`src/rtl/rx_pkg.sv`:
```
// Shared types and constants for the receive byte assembler.
package rx_pkg;

  typedef enum logic [1:0] {
    IDLE = 2'd0,
    RECV = 2'd1,
    ERR  = 2'd2
  } rx_state_t;

  localparam int STUFF_LEN_DEF = 6;

  // Counter width able to hold values 0..max_val.
  function automatic int cnt_width(input int max_val);
    int w;
    w = $clog2(max_val + 1);
    return (w < 1) ? 1 : w;
  endfunction

endpackage

```
`src/rtl/flex_stp_sr.sv`:
```
// Serial-to-parallel shift register, resets to all ones; direction chosen by SHIFT_MSB.
module flex_stp_sr #(
  parameter int NUM_BITS  = 8,
  parameter bit SHIFT_MSB = 1'b0
) (
  input  logic                clk,
  input  logic                n_rst,
  input  logic                shift_enable,
  input  logic                serial_in,
  output logic [NUM_BITS-1:0] parallel_out
);

  logic [NUM_BITS-1:0] shift_r;

  // Shift storage: MSB-first enters at bit 0, LSB-first enters at the top bit.
  always_ff @(posedge clk or negedge n_rst) begin
    if (!n_rst) begin
      shift_r <= '1;
    end else if (shift_enable) begin
      if (SHIFT_MSB) begin
        shift_r <= {shift_r[NUM_BITS-2:0], serial_in};
      end else begin
        shift_r <= {serial_in, shift_r[NUM_BITS-1:1]};
      end
    end else begin
      shift_r <= shift_r;
    end
  end

  assign parallel_out = shift_r;

endmodule

```
`src/rtl/rx_byte_assembler.sv`:
```
// NRZI decode, bit-unstuffing and word assembly for the receive path, with a
// one-entry valid/ack holding register and sticky overrun / pulsed error flags.
module rx_byte_assembler
  import rx_pkg::*;
#(
  parameter int NUM_BITS  = 8,
  parameter bit SHIFT_MSB = 1'b0,
  parameter int STUFF_LEN = STUFF_LEN_DEF
) (
  input  logic                clk,
  input  logic                n_rst,
  input  logic                serial_in,
  input  logic                bit_strobe,
  input  logic                frame_active,
  input  logic                byte_ack,
  output logic [NUM_BITS-1:0] rx_data,
  output logic                rx_valid,
  output logic                overrun,
  output logic                stuff_err,
  output logic                align_err
);

  localparam int BW = cnt_width(NUM_BITS);
  localparam int OW = cnt_width(STUFF_LEN);

  rx_state_t           state_r, state_nxt_s;
  logic                prev_level_r, prev_level_nxt_s;
  logic [OW-1:0]       ones_cnt_r, ones_cnt_nxt_s;
  logic [BW-1:0]       bit_cnt_r, bit_cnt_nxt_s;
  logic [NUM_BITS-1:0] rx_data_r, rx_data_nxt_s;
  logic                rx_valid_r, rx_valid_nxt_s;
  logic                overrun_r, overrun_nxt_s;
  logic                stuff_err_r, stuff_err_nxt_s;
  logic                align_err_r, align_err_nxt_s;

  logic                dec_bit_s;
  logic                stuffed_s;
  logic                shift_en_s;
  logic                word_done_s;
  logic [NUM_BITS-1:0] sr_out_s;
  logic [NUM_BITS-1:0] word_s;

  flex_stp_sr #(
    .NUM_BITS  (NUM_BITS),
    .SHIFT_MSB (SHIFT_MSB)
  ) u_sr (
    .clk          (clk),
    .n_rst        (n_rst),
    .shift_enable (shift_en_s),
    .serial_in    (dec_bit_s),
    .parallel_out (sr_out_s)
  );

  assign dec_bit_s = (serial_in == prev_level_r);
  assign stuffed_s = (ones_cnt_r == OW'(STUFF_LEN));
  // The completing bit is not in the shift register yet, so build the word here.
  assign word_s    = SHIFT_MSB ? {sr_out_s[NUM_BITS-2:0], dec_bit_s}
                               : {dec_bit_s, sr_out_s[NUM_BITS-1:1]};

  // Next-state, decoder/counter and holding-register update logic.
  always_comb begin
    state_nxt_s      = state_r;
    prev_level_nxt_s = prev_level_r;
    ones_cnt_nxt_s   = ones_cnt_r;
    bit_cnt_nxt_s    = bit_cnt_r;
    rx_data_nxt_s    = rx_data_r;
    rx_valid_nxt_s   = rx_valid_r;
    overrun_nxt_s    = overrun_r;
    stuff_err_nxt_s  = 1'b0;
    align_err_nxt_s  = 1'b0;
    shift_en_s       = 1'b0;
    word_done_s      = 1'b0;

    case (state_r)
      IDLE: begin
        if (frame_active) begin
          state_nxt_s      = RECV;
          prev_level_nxt_s = 1'b1;
          ones_cnt_nxt_s   = '0;
          bit_cnt_nxt_s    = '0;
          overrun_nxt_s    = 1'b0;
        end else begin
          state_nxt_s = IDLE;
        end
      end
      RECV: begin
        if (!frame_active) begin
          state_nxt_s     = IDLE;
          align_err_nxt_s = (bit_cnt_r != '0);
          bit_cnt_nxt_s   = '0;
        end else if (bit_strobe) begin
          prev_level_nxt_s = serial_in;
          if (stuffed_s) begin
            if (dec_bit_s) begin
              stuff_err_nxt_s = 1'b1;
              state_nxt_s     = ERR;
            end else begin
              ones_cnt_nxt_s = '0;
            end
          end else begin
            shift_en_s     = 1'b1;
            ones_cnt_nxt_s = dec_bit_s ? (ones_cnt_r + OW'(1)) : '0;
            if (bit_cnt_r == BW'(NUM_BITS - 1)) begin
              bit_cnt_nxt_s = '0;
              word_done_s   = 1'b1;
            end else begin
              bit_cnt_nxt_s = bit_cnt_r + BW'(1);
            end
          end
        end else begin
          state_nxt_s = RECV;
        end
      end
      ERR: begin
        if (!frame_active) begin
          state_nxt_s = IDLE;
        end else begin
          state_nxt_s = ERR;
        end
      end
      default: begin
        state_nxt_s = IDLE;
      end
    endcase

    // A same-cycle ack frees the holding register for the completing word.
    if (word_done_s) begin
      if (!rx_valid_r || byte_ack) begin
        rx_data_nxt_s  = word_s;
        rx_valid_nxt_s = 1'b1;
      end else begin
        overrun_nxt_s = 1'b1;
      end
    end else if (byte_ack) begin
      rx_valid_nxt_s = 1'b0;
    end else begin
      rx_valid_nxt_s = rx_valid_r;
    end
  end

  // FSM state register.
  always_ff @(posedge clk or negedge n_rst) begin
    if (!n_rst) begin
      state_r <= IDLE;
    end else begin
      state_r <= state_nxt_s;
    end
  end

  // Datapath and output registers.
  always_ff @(posedge clk or negedge n_rst) begin
    if (!n_rst) begin
      prev_level_r <= 1'b1;
      ones_cnt_r   <= '0;
      bit_cnt_r    <= '0;
      rx_data_r    <= '1;
      rx_valid_r   <= 1'b0;
      overrun_r    <= 1'b0;
      stuff_err_r  <= 1'b0;
      align_err_r  <= 1'b0;
    end else begin
      prev_level_r <= prev_level_nxt_s;
      ones_cnt_r   <= ones_cnt_nxt_s;
      bit_cnt_r    <= bit_cnt_nxt_s;
      rx_data_r    <= rx_data_nxt_s;
      rx_valid_r   <= rx_valid_nxt_s;
      overrun_r    <= overrun_nxt_s;
      stuff_err_r  <= stuff_err_nxt_s;
      align_err_r  <= align_err_nxt_s;
    end
  end

  assign rx_data   = rx_data_r;
  assign rx_valid  = rx_valid_r;
  assign overrun   = overrun_r;
  assign stuff_err = stuff_err_r;
  assign align_err = align_err_r;

endmodule

```
`config.mk`:
```
export PLATFORM = sky130hd
export DESIGN_NAME = rx_byte_assembler
export DESIGN_NICKNAME = d
export VERILOG_FILES = /design/src/rtl/rx_pkg.sv /design/src/rtl/flex_stp_sr.sv /design/src/rtl/rx_byte_assembler.sv
export SDC_FILE = /design/constraint.sdc
export NUM_CORES = 1
export LEC_CHECK = 0
export BUFFER_PORTS_ARGS = -buffer_cell sky130_fd_sc_hd__buf_2
export CAP_MARGIN = 0
export CORE_MARGIN = 5
export CORE_UTILIZATION = 41
export CTS_CLUSTER_SIZE = 25
export DETAILED_ROUTE_END_ITERATION = 7
export HOLD_SLACK_MARGIN = 0.05
export PLACE_DENSITY_LB_ADDON = 0.3
export SKIP_CTS_REPAIR_TIMING = 1
export SLEW_MARGIN = 20
export SYNTH_ARGS = -nofsm -noshare
export SYNTH_HDL_FRONTEND = slang
export SYNTH_SLANG_ARGS = --single-unit
```
`constraint.sdc`:
```
create_clock -name clk -period 5 [get_ports clk]
set_input_delay 0.5 -clock clk [delete_from_list [all_inputs] [get_ports clk]]
set_output_delay 0.5 -clock clk [all_outputs]
set_load 0.03 [all_outputs]
```
Word-level counts from Yosys, hierarchy flattened

Index checks and enable logic that the tools add are counted.
W data, S select, Z words.

Register bits after elaboration: 30
Logic and storage cells: 85
Output and inout port bits: 12

Add/sub/neg operators: 2
Equality and inequality tests: 14
Muxes and demuxes: 47
Reductions and logical operators: 12

Operator list:

| cell                  | number |
|---|---|
| $mux W1               | 27 |
| $mux W4               | 5 |
| $mux W3               | 6 |
| $mux W2               | 5 |
| $ne A3 B3 Y1 const B  | 3 |
| $ne A4 B4 Y1 const B  | 2 |
| $pmux W4 S2           | 1 |
| $reduce_and A4 Y1     | 2 |
| $ne A2 B2 Y1 const B  | 3 |
| $pmux W2 S3           | 1 |
| $pmux W3 S2           | 1 |
| $reduce_and A2 Y1     | 3 |
| $reduce_and A5 Y1     | 1 |
| $add A4 B1 Y4 const B | 1 |
| $eq A4 B3 Y1 const B  | 1 |
| $reduce_bool A2 Y1    | 2 |
| $reduce_bool A4 Y1    | 1 |
| $add A3 B1 Y3 const B | 1 |
| $eq A3 B3 Y1 const B  | 1 |
| $eq A2 B1 Y1 const B  | 1 |
| $eq A2 B2 Y1 const B  | 1 |
| $logic_not A2 Y1      | 1 |
| $ne A2 B1 Y1 const B  | 1 |
| $pmux W1 S2           | 1 |
| 3 further kinds       | 3 |

Logic depth before layout (Yosys ltp)

Gate-level depths: netlist of the first run.

Depth in word-level cells: 8
Mapped depth: 7
Mapped depth without buffers: 6

Modules after synthesis

A second synthesis of the first run with hierarchy kept.

Cell total of the unflattened synthesis: 114
Area, all modules: 1493.9 um^2

Modules (own cells, without submodules):

| module            | instances | seq. area each (um^2) | area each (um^2) | cells each |
|---|---|---|---|---|
| rx_byte_assembler | 1         | 561.8                 | 1152.4           | 97 |
| flex_stp_sr       | 1         | 210.2                 | 341.6            | 17 |

Worst setup path after synthesis of the first run

Ideal clock, no wire load.

Path type: reg2reg
From: register ones_cnt_r[0]
To: register rx_data_r[0] (netlist: rx_data[0])
Buffers on the path: 1
Stages on the path, launching flop included: 8
Path slack: 3.114 ns
Arrival: 1.804 ns
Cells stage by stage: dfrtp_1 -> inv_1 -> ha_1 -> a21bo_2 -> or3_1 -> and3b_1 -> buf_6 -> mux2_2

Word-level cells in the longest chain between the ends: 6

Ends and longest elaborated chain:

| element                     | line                     | source |
|---|---|---|
| start: declaration          | rx_byte_assembler.sv:28  | `logic [OW-1:0] ones_cnt_r, ones_cnt_nxt_s;` |
| start signal: assignment    | rx_byte_assembler.sv:163 | `ones_cnt_r <= ones_cnt_nxt_s;` |
| $eq A3 B3 Y1                | rx_byte_assembler.sv:55  | `assign stuffed_s = (ones_cnt_r == OW'(STUFF_LEN));` |
| $mux W1                     | rx_byte_assembler.sv:93  | `if (stuffed_s) begin` |
| $mux W1                     | rx_byte_assembler.sv:91  | `end else if (bit_strobe) begin` |
| $mux W1                     | rx_byte_assembler.sv:87  | `if (!frame_active) begin` |
| $mux W1                     | rx_byte_assembler.sv:74  | `case (state_r)` |
| $reduce_and A2 Y1 (no line) | n/a                      |  |
| end signal: assignment      | rx_byte_assembler.sv:165 | `rx_data_r <= rx_data_nxt_s;` |
| end: declaration            | rx_byte_assembler.sv:30  | `logic [NUM_BITS-1:0] rx_data_r, rx_data_nxt_s;` |

Every way passes these cells.
A chain may end at the register's enable or synchronous reset.

Worst setup path after layout of the first run

From: register ones_cnt_r[0]
To: register rx_data_r[1] (netlist: rx_data[1])

The elaborated chain is that of the path after synthesis.

==> results_dict.tcl, run 1 <==
set metrics [dict create \
    nFillCells 289 \
    max_clock_freq_mhz 423 \
    io_pins 18 \
    grt_pass1_wl_um 4100 \
    netlist_instances 108 \
    cp.required_ns 5.25 \
    rows 20 \
    finalPower_w 0.000514 \
    post-synth-top-area-fraction_pct 32.2 \
    drive_above_1_share_pct 43.5 \
    first_pass_iters 4 \
    area_growth_pct 14.9 \
    final-hold-violation-count 0 \
    postRouteWirelength_um 2270 \
    clock_latency_ns 0.32 \
    initial_utilization_pct 42.7 \
    antenna_found_initial 0 \
    cts_made_buffers 5 \
    grt_pass1_vias 857 \
    leakage_nw 0.706 \
    worst_slack_ns 2.63 \
    setup.worst_path.class "flop to flop" \
    synthArstFlopShare_pct 100 \
    cts_tree "built" \
    ys_types 31 \
    cts_sinks 29 \
    grt_overflow_total 0 \
    dpl.hpwl_um 1700 \
    worst_pin_slew_ns 0.622 \
    startpoint_type "flop" \
    cts_root_buffer "clkbuf_4" \
    period_needed_ns 2.37 \
    antenna_cells 0 \
    via_per_inst 5.00 \
    synthFlopType "dfstp_2" \
    h-tree-depth 2 \
    arrival_ns 2.61 \
    yosysWarningCount 0 \
    status "finished, final reports clean" \
    dieArea_um2 4410 \
    layout_commonest_cell "buf_2" \
    core_um2 3050 \
    setup_violations 0 \
    avgSynthCellArea_um2 12.1 \
    synth-edff-count 0 \
    most-common-layout-cells "buf_2, dfstp_2, mux2_2" \
    synth-seq-area-share_pct 57.1 \
    drt_iter0_drc 38 \
    wire_per_inst_um 13.0 \
    cap_viol_max_count 0 \
    ir_worst_vdd_uv 154 \
    min_period_over_period_pct 47.3 \
    vias 875 \
    grt_max_degree 30 \
    whs_ns 0.194 \
    nNetsFinal 140 \
    final_core_util_pct 49.1 \
    hold_class "primary input to asynchronous set/reset pin" \
    drcViolationCount 0 \
    pre_cts_ws_ns 2.63 \
    fin_tns_setup_ns 0 \
    cts.clk_slew.worst_paths_ns 0.09 \
    grt_use_total_pct 12.5 \
    die_h_um 66.4 \
    end_kind "flop" \
    powerDensity_nw_per_um2 343 \
    slew_violations 0 \
    crit_fanout 11 \
    io_buffers 17 \
    yosys.area.top_type "dfstp_2" \
    fp.dieW_um 66.4 \
    clockBufferDepth 2 \
    gp_congestion 0.787 \
    finalClockSkew_ns 0.00553 \
    r2r_cells 6 \
    synth.cell_area_um2 1310 \
    yosys_register_bits 29 \
    antenna_left 0 \
    synth_nets 118 \
    synthTopCellsByArea "dfstp_2, dfrtp_1, mux2_2" \
    reg2reg_slack_ns 2.63 \
    rsz0062_at_grt "false" \
    relSlewSlack_pct 58.6 \
]
[worst paths after layout]
kind | startpoint | to
max | ones_cnt_r[0] | rx_data[1]
min | n_rst | ones_cnt_r[1]
min reg2reg | u_sr.parallel_out[7] | u_sr.parallel_out[7]
max in group asynchronous | n_rst | state_r[1]
max reg2reg | ones_cnt_r[0] | rx_data[1]
min in group clk | frame_active | align_err
[metrics by stage]
stage	cell area (um2)	cells
2_1_floorplan	1310	108
3_3_place_gp	1430	167
3_5_place_dp	1430	167
4_1_cts	1500	175
5_1_grt	1500	175
6_report	1500	175
[power by group]
part / total, W / internal (W) / switching [W]
clock network: 0.000158 / 0.0000814 / 0.0000766
logic: 0.0000552 / 0.0000290 / 0.0000262
registers: 0.000301 / 0.000281 / 0.0000199
[layout make-up]
cell class	count	area [um2]	area share, %
well taps	44	55.1	3.67
inverters	7	26.3	1.75
clock inverters	1	5.00	0.334
clock buffers	7	65.1	4.34
flip-flops and latches	29	746	49.7
repair buffers	17	85.1	5.68
multi-input cells	70	517	34.5
[cell usage after synthesis (all sizes together), types with 3 or more instances]
library cell  count
mux2             14
nor2              5
nor2b             3
a21oi             4
ha                4
dfrtp            13
inv               7
nand2b            5
o21ai             7
nand2             7
dfstp            16
[worst max-delay path, stage by stage (launching register included)]
cell	delay, ns
dfrtp_1	0.36
inv_1	0.07
ha_1	0.23
a21bo_2	0.23
or3_1	0.53
and3b_1	0.51
mux2_2	0.39
[flip-flops by register name (all words and copies together), names as in the netlist]
signal             count
overrun                1
rx_data                8
stuff_err              1
u_sr.parallel_out      7
prev_level_r           1
rx_valid               1
align_err              1
ones_cnt_r             3
bit_cnt_r              4
state_r                2
[cell families (layout without fill, tap and decap cells)]
| group | after synthesis | count (layout) | synth area share (%) |
|---|---|---|---|
| AOI/OAI and AO/OA | 21 | 21 | 10.5 |
| DFF | 29 | 29 | 57.1 |
| muxes | 15 | 15 | 12.8 |
| xor gates and xnor gates | 1 | 1 | 0.671 |
| adders and majority gates | 4 | 4 | 3.84 |
| and+or+nand+nor | 29 | 29 | 11.8 |
| buffers and inverters | 9 | 32 | 3.26 |
[routing by layer]
metal / up-vias / share of wire [%] / global-route usage, %
met5: - / 0 / 0
met4: 0 / 1.5 / 5.33
met3: 5 / 4.2 / 4.08
met2: 21 / 51 / 19.7
met1: 429 / 43 / 15.5
li1: 420 / - / -
No activity file was read; power rests on OpenSTA's default activity.
==> run 2, diff against run 1 <==
--- a/config.mk
+++ b/config.mk
@@ -5,6 +5,7 @@
 export SDC_FILE = /design/constraint.sdc
 export NUM_CORES = 1
 export LEC_CHECK = 0
+export ABC_AREA = 1
 export BUFFER_PORTS_ARGS = -buffer_cell sky130_fd_sc_hd__buf_2
 export CAP_MARGIN = 0
 export CORE_MARGIN = 5
==> constraint.sdc (replaced) <==
create_clock -name clk -period 2.4 [get_ports clk]
set_input_delay 0.24 -clock clk [delete_from_list [all_inputs] [get_ports clk]]
set_output_delay 0.24 -clock clk [all_outputs]
set_load 0.03 [all_outputs]
==> results_dict.tcl, run 2 <==
set metrics [dict create \
    most-common-layout-cells "nand2_1, inv_1, buf_2" \
    min_period_over_period_pct 61.6 \
    cts_made_buffers 5 \
    yosys.area.top_type "dfstp_2" \
    finalPower_w 0.00106 \
    fin_tns_setup_ns 0 \
    netlist_instances 179 \
    synth_nets 189 \
    path_cells "inv_1 > ha_1 > nand2_1 > nand2_4 > nor2_8 > nand3_4 > nand2_1 > nand2_1" \
    synth_common_cells "nand2_1, inv_1, dfstp_2, dfrtp_1" \
    core_um2 3420 \
    grt_max_degree 30 \
    slowest_delay_ns 0.40 \
    via_per_inst 4.78 \
    arrival_ns 1.73 \
    grt_overflow_total 0 \
    r2r-start "ones_cnt_r[0]" \
    reg2reg_slack_ns 0.92 \
    crit_top_cell "nand2_1" \
    grt_use_total_pct 12.5 \
    antenna_found_initial 0 \
    first_pass_iters 4 \
    rsz0062_at_grt "false" \
    cap_viol_max_count 0 \
    io_buffers 17 \
    die_h_um 70.1 \
    min_path_cells 2 \
    drcViolationCount 0 \
    antenna_cells 0 \
    cts_sinks 29 \
    hold_class "primary input to flop" \
    setup.worst_path.class "flop to flop" \
    clockBufferDepth 2 \
    period_needed_ns 1.48 \
    hold_end "state_r[0]" \
    dpl.hpwl_um 1980 \
    yosysWarningCount 0 \
    postRouteWirelength_um 2750 \
    drt_iter0_drc 89 \
    r2r_cells 8 \
    synthArstFlopShare_pct 100 \
    relSlewSlack_pct 58.0 \
    h-tree-depth 2 \
    ys_types 21 \
    grt_pass1_vias 1081 \
    antenna_left 0 \
    synthTopCellsByArea "dfstp_2, dfrtp_1, nand2_1" \
    initial_utilization_pct 43.3 \
    final-hold-violation-count 0 \
    rows 21 \
    dieArea_um2 4910 \
    largest_reg_flops 8 \
    regToRegEndpoint "rx_data[2]" \
    cp.required_ns 2.65 \
    grt_pass1_wl_um 4890 \
    yosys_register_bits 29 \
    hp-start "bit_strobe" \
    fp.dieW_um 70.1 \
    startpoint_type "flop" \
    critPathTopFamily "simple AND/OR/NAND/NOR gates" \
    nNetsFinal 212 \
    critPathBufInv 1 \
    crit_fanout 17 \
    ir_worst_vdd_uv 215 \
    synth-seq-area-share_pct 50.4 \
    drive_above_1_share_pct 23.2 \
    area_growth_pct 12.8 \
    synth.cell_area_um2 1480 \
    worst_pin_slew_ns 0.629 \
    synth-edff-count 0 \
    slowest_stage "dfrtp_1" \
    setup_violations 0 \
    layout_commonest_cell "nand2_1" \
    gp_congestion 0.809 \
    cts_tree "built" \
    avgSynthCellArea_um2 8.26 \
    synth.most_common_cell "nand2_1" \
    status "finished, final reports clean" \
    clock_latency_ns 0.32 \
    powerDensity_nw_per_um2 635 \
    cts.clk_slew.worst_paths_ns 0.09 \
    finalClockSkew_ns 0.00553 \
    slew_violations 0 \
    synthFlopType "dfstp_2" \
    io_pins 18 \
    wire_per_inst_um 11.0 \
    post-synth-top-area-fraction_pct 28.4 \
    max_clock_freq_mhz 677 \
    vias 1190 \
    leakage_nw 0.875 \
    end_kind "flop" \
    cts_root_buffer "clkbuf_4" \
]
## run 2: cell count changes after synthesis, moves of 3 or more
cell      previous run  this run
mux2_2              14         0
nand2_1              7        64
nand4_1              1         9
nand2b_1             5         0
nand3_1              0         9
o21ai_1              0         4
a21oi_1              4         1
inv_1                7        24
nor2_1               5        11
nor2b_1              3         0
o21ai_0              7        11
## run 2: worst max-delay path by stage
stage / from / end / slack (ns) / cells after the start
floorplan: bit_cnt_r[0] / bit_cnt_r[3] / 1.08 / 9
global placement: ones_cnt_r[0] / overrun / 0.97 / 7
detailed placement: ones_cnt_r[0] / rx_data[6] / 0.94 / 8
CTS: ones_cnt_r[0] / rx_data[6] / 0.92 / 8
global route: ones_cnt_r[0] / ones_cnt_r[1] / 0.76 / 8
finish: ones_cnt_r[0] / rx_data[2] / 0.92 / 8
## run 2: cell type report
| class | instances | area (um2) |
|---|---|---|
| Multi-Input combinational cell | 121 | 606 |
| Timing Repair Buffer | 19 | 103 |
| Clock buffer | 8 | 58.8 |
| Inverter | 26 | 97.6 |
| Fill cell | 332 | 1750 |
| Sequential cell | 29 | 746 |
| Tap cell | 46 | 57.6 |
## run 2: kinds of logic after synthesis
family	after synthesis	share of synthesized area (%)
AO/OA/AOI/OAI	18	6.26
buffers and inverters	29	8.63
AND/OR/NAND/NOR	99	31.3
flip-flops	29	50.4
adder cells (fa/ha/maj)	4	3.38
## run 2: through the flow
step                      cell area [um2]  hold WS [ns]  setup slack, ns  util [%]  cells
after floorplan                      1480       -0.0556             1.08         -    179
after global placement               1600         0.301            0.973      46.8    240
after detailed placement             1600         0.304            0.945      46.8    240
after CTS                            1660       -0.0575            0.922      48.5    248
after global routing                 1670         0.107            0.761      48.8    249
final                                1670         0.131            0.922      48.8    249
## run 2: worst reg2reg max path: cells and delay by family (launching register included)
family                     cells  cell delay [ns]
adders and majority gates      1             0.20
and+or+nand+nor                6             0.75
buffers and inverters          1             0.06
DFF                            1             0.40
## run 2: metal layers
layer	vias up	track usage, %	part of all wire, %	wire length [um]
li1	614	-	-	-
met1	549	15.6	48	1310
met2	22	19.2	45	1250
met3	5	5.16	5.3	147
met4	0	4.47	1.5	40
met5	-	0	0	0
## run 2: report_power, final
group	internal, W	switching (W)	total (W)
combinational	0.0000471	0.0000915	0.000139
sequential	0.000571	0.0000425	0.000613
clock	0.000144	0.000163	0.000307
